File: config.mk
export PLATFORM = sky130hd
export DESIGN_NAME = data_island_rx
export DESIGN_NICKNAME = d
export VERILOG_FILES = /design/src/rtl/hdmi_data_island_pkg.sv /design/src/rtl/bch_lfsr.sv /design/src/rtl/data_island_rx.sv
export SDC_FILE = /design/constraint.sdc
export NUM_CORES = 1
export LEC_CHECK = 0
export ABC_AREA = 1
export ABC_CLOCK_PERIOD_IN_PS = 5200
export CAP_MARGIN = 20
export CORE_ASPECT_RATIO = 1.2
export CORE_UTILIZATION = 55
export DETAILED_ROUTE_END_ITERATION = 10
export PLACE_DENSITY = 0.8
export RECOVER_POWER = 25
export SYNTH_ARGS = -nofsm -noshare
export SYNTH_HDL_FRONTEND = slang
export SYNTH_HIERARCHICAL = 1
export SYNTH_SLANG_ARGS = --single-unit
File: constraint.sdc
create_clock -name clk_pixel -period 5.2 [get_ports clk_pixel]
set_input_delay 0.78 -clock clk_pixel [delete_from_list [all_inputs] [get_ports clk_pixel]]
set_output_delay 0.78 -clock clk_pixel [all_outputs]
set_load 0.1 [all_outputs]
File: src/rtl/hdmi_data_island_pkg.sv
// Shared constants and the BCH parity step for the HDMI data-island receive path.
package hdmi_data_island_pkg;

   localparam int PACKET_SYMBOLS = 32;
   localparam int HEADER_BITS    = 24;
   localparam int SUB_BITS       = 56;
   localparam int NUM_SUBS       = 4;
   localparam int PARITY_BITS    = 8;
   localparam logic [7:0] BCH_POLY = 8'h83;

   // One LSB-first step of the BCH parity LFSR.
   function automatic logic [7:0] bch_step(input logic [7:0] ecc, input logic bit_in);
      return (ecc >> 1) ^ ((ecc[0] ^ bit_in) ? BCH_POLY : 8'h00);
   endfunction

endpackage

File: src/rtl/bch_lfsr.sv
// One lane's BCH parity LFSR, consuming BITS_PER_CYCLE message bits per enabled
// cycle with bits[0] first.
module bch_lfsr
   import hdmi_data_island_pkg::*;
#(
   parameter int BITS_PER_CYCLE = 1
) (
   input  logic                      clk_pixel,
   input  logic                      reset_n,
   input  logic                      clear,
   input  logic                      shift,
   input  logic [BITS_PER_CYCLE-1:0] bits,
   output logic [PARITY_BITS-1:0]    ecc
);

   logic [PARITY_BITS-1:0] ecc_next;

   always_comb begin
      ecc_next = ecc;
      for (int i = 0; i < BITS_PER_CYCLE; i++) begin
         ecc_next = bch_step(ecc_next, bits[i]);
      end
   end

   always_ff @(posedge clk_pixel or negedge reset_n) begin
      if (!reset_n) begin
         ecc <= '0;
      end else if (clear) begin
         ecc <= '0;
      end else if (shift) begin
         ecc <= ecc_next;
      end
   end

endmodule

File: src/rtl/data_island_rx.sv
// HDMI data-island packet receiver: assembles 32 symbols into header and four
// subpackets. Parity checking is built only when DATA_ISLAND_RX_ECC_EN is defined.
module data_island_rx
   import hdmi_data_island_pkg::*;
(
   input  logic                   clk_pixel,
   input  logic                   reset_n,
   input  logic                   enable,
   input  logic [8:0]             data,
   output logic [HEADER_BITS-1:0] header,
   output logic [SUB_BITS-1:0]    sub0,
   output logic [SUB_BITS-1:0]    sub1,
   output logic [SUB_BITS-1:0]    sub2,
   output logic [SUB_BITS-1:0]    sub3,
   output logic                   packet_valid,
   output logic [4:0]             ecc_error
);

   logic [4:0]             k;
   logic [HEADER_BITS-1:0] hdr_acc;
   logic [SUB_BITS-1:0]    sub_acc [NUM_SUBS];
   logic                   last_sym;
   logic                   hdr_data_phase;
   logic                   sub_data_phase;
   logic [4:0]             ecc_error_next;

   assign last_sym       = enable && (k == 5'(PACKET_SYMBOLS - 1));
   assign hdr_data_phase = (k < 5'(HEADER_BITS));
   assign sub_data_phase = (k < 5'(SUB_BITS / 2));

   // Data positions are written directly by symbol index; every position is
   // rewritten by each complete packet, so an aborted packet leaves nothing behind.
   always_ff @(posedge clk_pixel or negedge reset_n) begin
      if (!reset_n) begin
         k            <= '0;
         hdr_acc      <= '0;
         header       <= '0;
         sub0         <= '0;
         sub1         <= '0;
         sub2         <= '0;
         sub3         <= '0;
         ecc_error    <= '0;
         packet_valid <= 1'b0;
         for (int i = 0; i < NUM_SUBS; i++) begin
            sub_acc[i] <= '0;
         end
      end else begin
         packet_valid <= last_sym;
         k            <= enable ? k + 5'd1 : 5'd0;
         if (enable && hdr_data_phase) begin
            hdr_acc[k] <= data[0];
         end
         if (enable && sub_data_phase) begin
            for (int i = 0; i < NUM_SUBS; i++) begin
               sub_acc[i][{k, 1'b0}] <= data[1+i];
               sub_acc[i][{k, 1'b1}] <= data[5+i];
            end
         end
         if (last_sym) begin
            header    <= hdr_acc;
            sub0      <= sub_acc[0];
            sub1      <= sub_acc[1];
            sub2      <= sub_acc[2];
            sub3      <= sub_acc[3];
            ecc_error <= ecc_error_next;
         end
      end
   end

`ifdef DATA_ISLAND_RX_ECC_EN
   logic [PARITY_BITS-1:0] hdr_par;
   logic [PARITY_BITS-1:0] sub_par [NUM_SUBS];
   logic [PARITY_BITS-1:0] hdr_ecc;
   logic [PARITY_BITS-1:0] sub_ecc [NUM_SUBS];
   logic                   lfsr_clear;

   // Re-seed between packets and whenever the symbol stream is interrupted.
   assign lfsr_clear = !enable || last_sym;

   always_ff @(posedge clk_pixel or negedge reset_n) begin
      if (!reset_n) begin
         hdr_par <= '0;
         for (int i = 0; i < NUM_SUBS; i++) begin
            sub_par[i] <= '0;
         end
      end else if (enable) begin
         if (!hdr_data_phase) begin
            hdr_par[k[2:0]] <= data[0];
         end
         if (!sub_data_phase) begin
            for (int i = 0; i < NUM_SUBS; i++) begin
               sub_par[i][{k[1:0], 1'b0}] <= data[1+i];
               sub_par[i][{k[1:0], 1'b1}] <= data[5+i];
            end
         end
      end
   end

   bch_lfsr #(.BITS_PER_CYCLE(1)) u_hdr_lfsr (
      .clk_pixel (clk_pixel),
      .reset_n   (reset_n),
      .clear     (lfsr_clear),
      .shift     (enable && hdr_data_phase),
      .bits      (data[0]),
      .ecc       (hdr_ecc)
   );

   for (genvar g = 0; g < NUM_SUBS; g++) begin : g_sub_lfsr
      bch_lfsr #(.BITS_PER_CYCLE(2)) u_sub_lfsr (
         .clk_pixel (clk_pixel),
         .reset_n   (reset_n),
         .clear     (lfsr_clear),
         .shift     (enable && sub_data_phase),
         .bits      ({data[5+g], data[1+g]}),
         .ecc       (sub_ecc[g])
      );
   end

   // The final parity bits arrive with the last symbol, so merge them in here.
   always_comb begin
      ecc_error_next    = '0;
      ecc_error_next[4] = (hdr_ecc != {data[0], hdr_par[6:0]});
      for (int i = 0; i < NUM_SUBS; i++) begin
         ecc_error_next[i] = (sub_ecc[i] != {data[5+i], data[1+i], sub_par[i][5:0]});
      end
   end
`else
   assign ecc_error_next = '0;
`endif

endmodule

# Word level (Yosys, flattened, before mapping)
# Index checks and enable logic that the tools add are counted.
dict set report classes {
  order_cmp 8
  eq_ne 1
  addsub 1
  n_reduce_logical 6
  muxes 16
}
# op n
set op_table {}
lappend op_table {{56-bit bitwise mux} 8}
lappend op_table {{24-bit bitwise mux} 1}
lappend op_table {{1-bit demux with 5-bit select} 3}
lappend op_table {{6-bit by 7-bit < comparator with 1-bit output, second input constant} 2}
lappend op_table {{6-bit by 1-bit >= comparator with 1-bit output, second input constant} 2}
lappend op_table {{5-bit < comparator, second input constant} 2}
lappend op_table {{1-bit logical AND} 6}
lappend op_table {{5-bit by 6-bit < comparator with 1-bit output, second input constant} 1}
lappend op_table {{5-bit by 1-bit adder with 5-bit output, second input constant} 1}
lappend op_table {{5-bit == test, second input constant} 1}
lappend op_table {{5-bit by 1-bit >= comparator with 1-bit output, second input constant} 1}
lappend op_table {{5-bit 2-to-1 mux} 1}
lappend op_table {{1-bit 2-to-1 mux} 3}
dict set report totals {
  input_bits 12
  out_inout_bits 254
  ff_bits 502
  word_cells 44
}

# Logic depth before layout (Yosys ltp)
# Gate-level depths: netlist of the first run.
dict set report logic_depth {
  depth_word 6
  mapped_depth 10
  ltp_nobuf 8
}

# Worst setup path after synthesis of the first run
# OpenSTA, ideal clock, no wires.
dict set report synth_path {
  path_kind {reg2reg}
  start {register k[0]}
  end {register header[0]}
  path_slack_ps 3422
  path_buffers 2
  t_required_ps 5132
  arrival_time_ps 1710
  period_less_slack_ps 1778
  setup_time_ps 68
  stages_incl_launch_ff 10
  path_cell_list {dfrtp_1 > ha_1 > nand2_1 > nor2_1 > ha_1 > nand2_2 > buf_2 > buf_1 > nand2_1 > nand2_1}
}
dict set report synth_between {
  elab_chain_cells 2
}
# item line
set synth_rtl {}
lappend synth_rtl {{start, declared} data_island_rx.sv:19} ;# logic [4:0] k;
lappend synth_rtl {{start signal, assigned} data_island_rx.sv:49} ;# k <= enable ? k + 5'd1 : 5'd0;
lappend synth_rtl {{5-bit == test} data_island_rx.sv:27} ;# assign last_sym = enable && (k == 5'(PACKET_SYMBOLS - 1));
lappend synth_rtl {{1-bit logical AND} data_island_rx.sv:27}
lappend synth_rtl {{end signal, assigned} data_island_rx.sv:60} ;# header <= hdr_acc;
lappend synth_rtl {{end, declared} data_island_rx.sv:10} ;# output logic [HEADER_BITS-1:0] header,
# Every way passes these cells.
# A chain may end at the register's enable or synchronous reset.

# Final worst setup path of the first run
dict set report layout_path {
  start {input enable}
  end {register sub_acc[202] in the netlist's numbering}
}
dict set report layout_between {
  elab_chain_cells 1
}
# item line
set layout_rtl {}
lappend layout_rtl {{start, declared} data_island_rx.sv:8} ;# input logic enable,
lappend layout_rtl {{1-bit logical AND} data_island_rx.sv:53} ;# if (enable && sub_data_phase) begin
lappend layout_rtl {{end signal, assigned by index} data_island_rx.sv:55} ;# sub_acc[i][{k, 1'b0}] <= data[1+i];
lappend layout_rtl {{end signal, assigned by index} data_island_rx.sv:56} ;# sub_acc[i][{k, 1'b1}] <= data[5+i];
lappend layout_rtl {{end, declared} data_island_rx.sv:21} ;# logic [SUB_BITS-1:0] sub_acc [NUM_SUBS];
# Every way passes these cells.

==> reports/metrics.yaml, run 1 <==
status: "finished with violations"
violations: "capacitance limit, slew limit"
synth_top_family_by_area: "simple AND/OR/NAND/NOR gates"
syn_area_um2: 19400
seqPwrFrac_pct: 52.5
finalHoldViolCount: 0
seq_area_frac_synth_pct: 64.9
clkTransAtPathRegs_ns: 0.06
max_freq_mhz: 277
finalSetupViolCount: 0
clkPwrFrac_pct: 43.0
post_cts_buffers: 0
grt.total_usage_pct: 29.4
worstPathRequired_ns: 5.63
timing.final.crit_share_pct: 69.5
min_path_type: "reg -> reg"
drt_iter0_markers: 1552
cts_hold_buf: 0
synthAdderAreaFrac_pct: 0.323
h-tree-depth: 2
rsz0062_at_grt: "no"
antenna_left: 0
worstMarginPinSlew_ns: 3.16
ys_types: 25
cts_tree: "done"
numClockSinks: 502
p_per_area_nw_per_um2: 332
initial_core_util_pct: 56.4
cap_violations: 1
maxSlewViolCount: 120
fin_ws_ns: 1.59
skew_ns: 0.0262
grt_max_degree: 132
final_cell_mix: "nand2_1 (1232), dfrtp_1 (502), clkdlybuf4s50_1 (258)"
cp_data_arrival_time_ns: 4.05
grt_pass1_vias: 15311
num-fill-cells: 2571
coreArea_um2: 34400
internal-power_mw: 6.12
synth-compound-area-share_pct: 2.68
wl_mm: 51.8
combPwrFrac_pct: 4.5
grt_overflow: 0
gp_congestion: 0.806
slew_headroom_pct: -111
die_w_um: 173
numCtsBuffers: 46
cts_resized: 0
vias_per_cell: 5.40
p_sw_share_pct: 22.5
ioPinCount: 266
die_y_um: 208
wl_per_cell_um: 18.1
min_period_ns: 3.61
post-route-drc-count: 0
netlist_instances: 2151
synth-simple-area-share_pct: 28.8
yosys_warnings: 6
clockBufferDepth: 3
final_common_cell: "nand2_1"
diodes: 0
area_growth_pct: 23.0
synth-xor-area-share_pct: 0
vdd_drop_max_v: 0.000239
core.rowCount: 74
grt_pass1_wl_mm: 83.2
finalSetupTns_ns: 0
critPathCaptureType: "register"
critPathLaunchType: "primary input"
leakage_nw: 12.7
antenna_found_initial: 0
port_buffers: 260
num_vias: 15481
critPathKind: "in -> reg"
synth_mux_area_share_pct: 0
design.die.area_um2: 36000
crit_fanout: 41
first_pass_iters: 5
clk_latency_ns: 0.56
pre_cts_ws_ns: 1.79
dp_hpwl_mm: 32.9
clock-root-buffer: "clkbuf_16"
ys_seq_elements: 502
drive_above_1_share_pct: 5.64
p_sw_mw: 1.78
final_nets: 2395
syn_area_per_cell_um2: 9.00
cells in the mapped netlist:
library cell,n,area [µm²]
a21oi_2,1,8.76
nor3_4,1,16.3
nor2_2,19,119
clkinv_1,1,3.75
buf_6,2,22.5
buf_1,5,18.8
inv_1,27,101
nand3_2,8,80.1
clkbuf_1,49,184
nand2_1,1232,4620
o21ai_0,100,500
conb_1,1,3.75
a21oi_1,2,10.0
ha_1,5,62.6
nand4_1,6,37.5
buf_2,40,200
nand3_1,112,561
nand2_2,3,18.8
nand4_2,4,50.1
inv_2,4,15.0
nor2_8,1,20.0
nor2_1,11,41.3
dfrtp_1,502,12600
buf_4,10,75.1
clkbuf_2,5,25.0
area by class of cell:
type | count | area [µm²] | share of cell area [%]
Inverter | 32 | 125 | 0.525
Sequential cell | 502 | 12600 | 52.8
Clock inverter | 14 | 145 | 0.609
Clock buffer | 68 | 1380 | 5.78
Multi-Input combinational cell | 1510 | 6190 | 26.0
Tap cell | 456 | 571 | 2.40
Timing Repair Buffer | 286 | 2840 | 11.9
final timing paths:
path / from / to / slack, ns / cells after the start
setup / recovery: enable / sub_acc[202] / 1.59 / 8
hold / removal: hdr_acc[4] / header[4] / 0.47 / 2
setup reg to reg: k[0] / sub3[38] / 1.71 / 9
hold reg to reg: hdr_acc[4] / header[4] / 0.47 / 2
max in group asynchronous: reset_n / sub_acc[36] / 1.65 / 2
min in group asynchronous: reset_n / sub0[34] / 1.24 / 1
metal layers:
| layer | GRT usage, % | wire length [µm] | vias up |
|---|---|---|---|
| li1 | - | - | 7106 |
| met1 | 37.6 | 20400 | 7602 |
| met2 | 49.0 | 25700 | 647 |
| met3 | 4.69 | 3310 | 126 |
| met4 | 14.5 | 2410 | 0 |
| met5 | 0 | 0 | - |
power groups by stage:
stage | Clock [mW] | Sequential (mW) | Combinational, mW
final | 3.40 | 4.15 | 0.353
after global routing | 3.58 | 4.16 | 0.403
after CTS | 3.44 | 4.15 | 0.358
after detailed placement | 0 | 4.22 | 0.354
after global placement | 0 | 4.21 | 0.341
after floorplan | 0 | 4.18 | 0.195
worst max-delay path, cell delays in order:
cell           delay, ns
dlygate4sd3_1       0.52
clkbuf_1            0.65
inv_1               0.33
a21oi_4             0.65
buf_4               0.53
nand3_2             0.35
nand2_1             0.15
nand2_1             0.06
metrics by stage:
step | hold WS [ns] | power, mW | utilization (%) | area, µm² | std cells
after floorplan | 0.436 | 4.38 | - | 19400 | 2155
after global placement | 0.449 | 4.55 | 64.9 | 22300 | 2785
after detailed placement | 0.454 | 4.57 | 64.9 | 22300 | 2786
after CTS | 0.358 | 7.94 | 69.4 | 23800 | 2868
after global routing | 0.487 | 8.15 | 69.3 | 23800 | 2868
final | 0.465 | 7.90 | 69.3 | 23800 | 2868
cell families after synthesis:
family          after synthesis
compound gates              103
fa+ha+maj                     5
buf+inv                     143
simple gates               1397
flops                       502
other cells                   1
sequential cells by signal (all words and copies together) (netlist names):
name	count
hdr_acc	24
header	24
k	5
packet_valid	1
sub0	56
sub1	56
sub2	56
sub3	56
sub_acc	224
Power figures use the tool's default switching activity.
==> run 2: changes to the inputs <==
- ABC_CLOCK_PERIOD_IN_PS: 5200 -> 3200
- CORE_UTILIZATION: 55 -> 49
- PLACE_DENSITY: 0.8 -> 0.75
- clock period: 5.2 -> 3.2 ns (I/O delays scaled with it)
==> run 2 against run 1 <==
- the flow still finishes with violations (capacitance limit, slew limit)
- sequential share of layout area down 0.091 points
- register-to-register slack worse by 1.1 ns
- via count down 0.63%
- non-clock buffer count up 9
- cell area up 0.17%
- hold slack worse by 0.12 ns
- flip-flop and latch count unchanged
- worst setup slack worse by 0.97 ns
- largest cell class unchanged
- highest routed layer unchanged
==> reports/metrics.yaml, run 2 (synthesis gave the netlist of run 1 again) <==
numCtsBuffers: 48
numClockSinks: 502
grt_pass1_wl_mm: 82.5
cts_tree: "done"
dp_hpwl_mm: 33.2
first_pass_iters: 6
coreArea_um2: 38800
clockBufferDepth: 3
initial_core_util_pct: 49.8
maxSlewViolCount: 65
post-place-cells: 2864
final_common_cell: "nand2_1"
r2r.worst_path.cells: 7
grt_overflow: 0
final_cell_mix: "nand2_1 (1232), dfrtp_1 (502), buf_4 (189)"
antenna_found_initial: 0
h-tree-depth: 2
reg2reg_slack_ns: 0.65
slowest_delay_ns: 1.15
grt.total_usage_pct: 26.5
final_nets: 2406
critPathLaunchType: "register"
critPathKind: "reg -> out"
die_y_um: 220
top_usage_layer: "met2"
finalSetupTns_ns: 0
clock-root-buffer: "clkbuf_16"
final_core_util_pct: 61.4
die_w_um: 183
core.rowCount: 79
drt_iter0_markers: 1387
post-route-drc-count: 0
min_path_type: "in -> reg"
critPathCaptureType: "primary output"
min_period_ns: 2.59
worstPathRequired_ns: 2.72
finalHoldViolCount: 0
slew_headroom_pct: -35.7
clkTransAtPathRegs_ns: 0.06
wl_per_cell_um: 17.8
crit_buf_inv: 1
cp_cell_sequence: "clkdlybuf4s50_1"
worstMarginPinSlew_ns: 2.03
pre_cts_ws_ns: 0.575
path_delay_family: "buffers and inverters"
clk_latency_ns: 0.57
finalSetupViolCount: 0
cpMaxStageDelayCell: "clkdlybuf4s50_1"
diodes: 0
top_register: "sub_acc"
final_cells: 2955
cts_resized: 0
vdd_drop_max_v: 0.000515
grt_max_degree: 258
vias_per_cell: 5.21
port_buffers: 260
violations: "capacitance limit, slew limit"
cap_violations: 1
hold_ws_ns: 0.344
p_per_area_nw_per_um2: 565
timing.final.crit_share_pct: 80.8
min_delay_path_depth: 3
status: "finished with violations"
num_vias: 15384
gp_congestion: 0.875
rsz0062_at_grt: "no"
leakage_nw: 13.3
largest_reg_flops: 224
met2_usage_pct: 43.4
crit_fanout: 2
skew_ns: 0.0180
drive_above_1_share_pct: 13.6
fin_ws_ns: 0.615
use_met3_pct: 4.07
max_freq_mhz: 387
cp_data_arrival_time_ns: 2.11
design.die.area_um2: 40300
wl_mm: 52.6
ioPinCount: 266
use_met1_pct: 34.8
antenna_left: 0
area_growth_pct: 23.2
grt_pass1_vias: 15147
cp.depth: 1
-- run 2: path summary, 6_finish.rpt --
check                             start      endpoint
setup reg to reg                   k[2]      sub0[37]
setup / recovery               sub1[53]      sub1[53]
max in group asynchronous       reset_n  sub_acc[125]
hold / removal                  data[1]  sub_acc[208]
min in group asynchronous       reset_n       sub1[2]
hold reg to reg            sub_acc[218]  sub_acc[218]
-- run 2: final cells by class --
| cell class | count | area (µm²) |
|---|---|---|
| Sequential cell | 502 | 12600 |
| Tap cell | 526 | 658 |
| Inverter | 32 | 128 |
| Clock buffer | 65 | 1380 |
| Multi-Input combinational cell | 1510 | 6190 |
| Clock inverter | 25 | 355 |
| Timing Repair Buffer | 295 | 2580 |
| Fill cell | 3231 | 15000 |
-- run 2: layer usage --
layer  up-vias  wire length [µm]
met3       132              3450
li1       7142                 -
met4         0              2280
met2       602             25600
met5         -                 0
met1      7508             21300
-- run 2: repair_timing --
action	CTS	global route
hold buffers	1	0
endpoints found under the setup margin	0	0
endpoints found under the hold margin	62	0
buffers inserted	0	0
-- run 2: power by group --
part           leakage (nW)  internal [mW]  switching [mW]
Combinational          5.49          0.151           0.446
Clock                 0.861           3.68            2.47
Sequential             6.92           6.59           0.139
-- run 2: per-stage QoR --
stage / area [µm²] / power, mW
floorplan: 19400 / 7.11
global placement: 22100 / 7.40
detailed placement: 22100 / 7.44
CTS: 23900 / 13.6
global route: 23900 / 13.9
finish: 23900 / 13.5
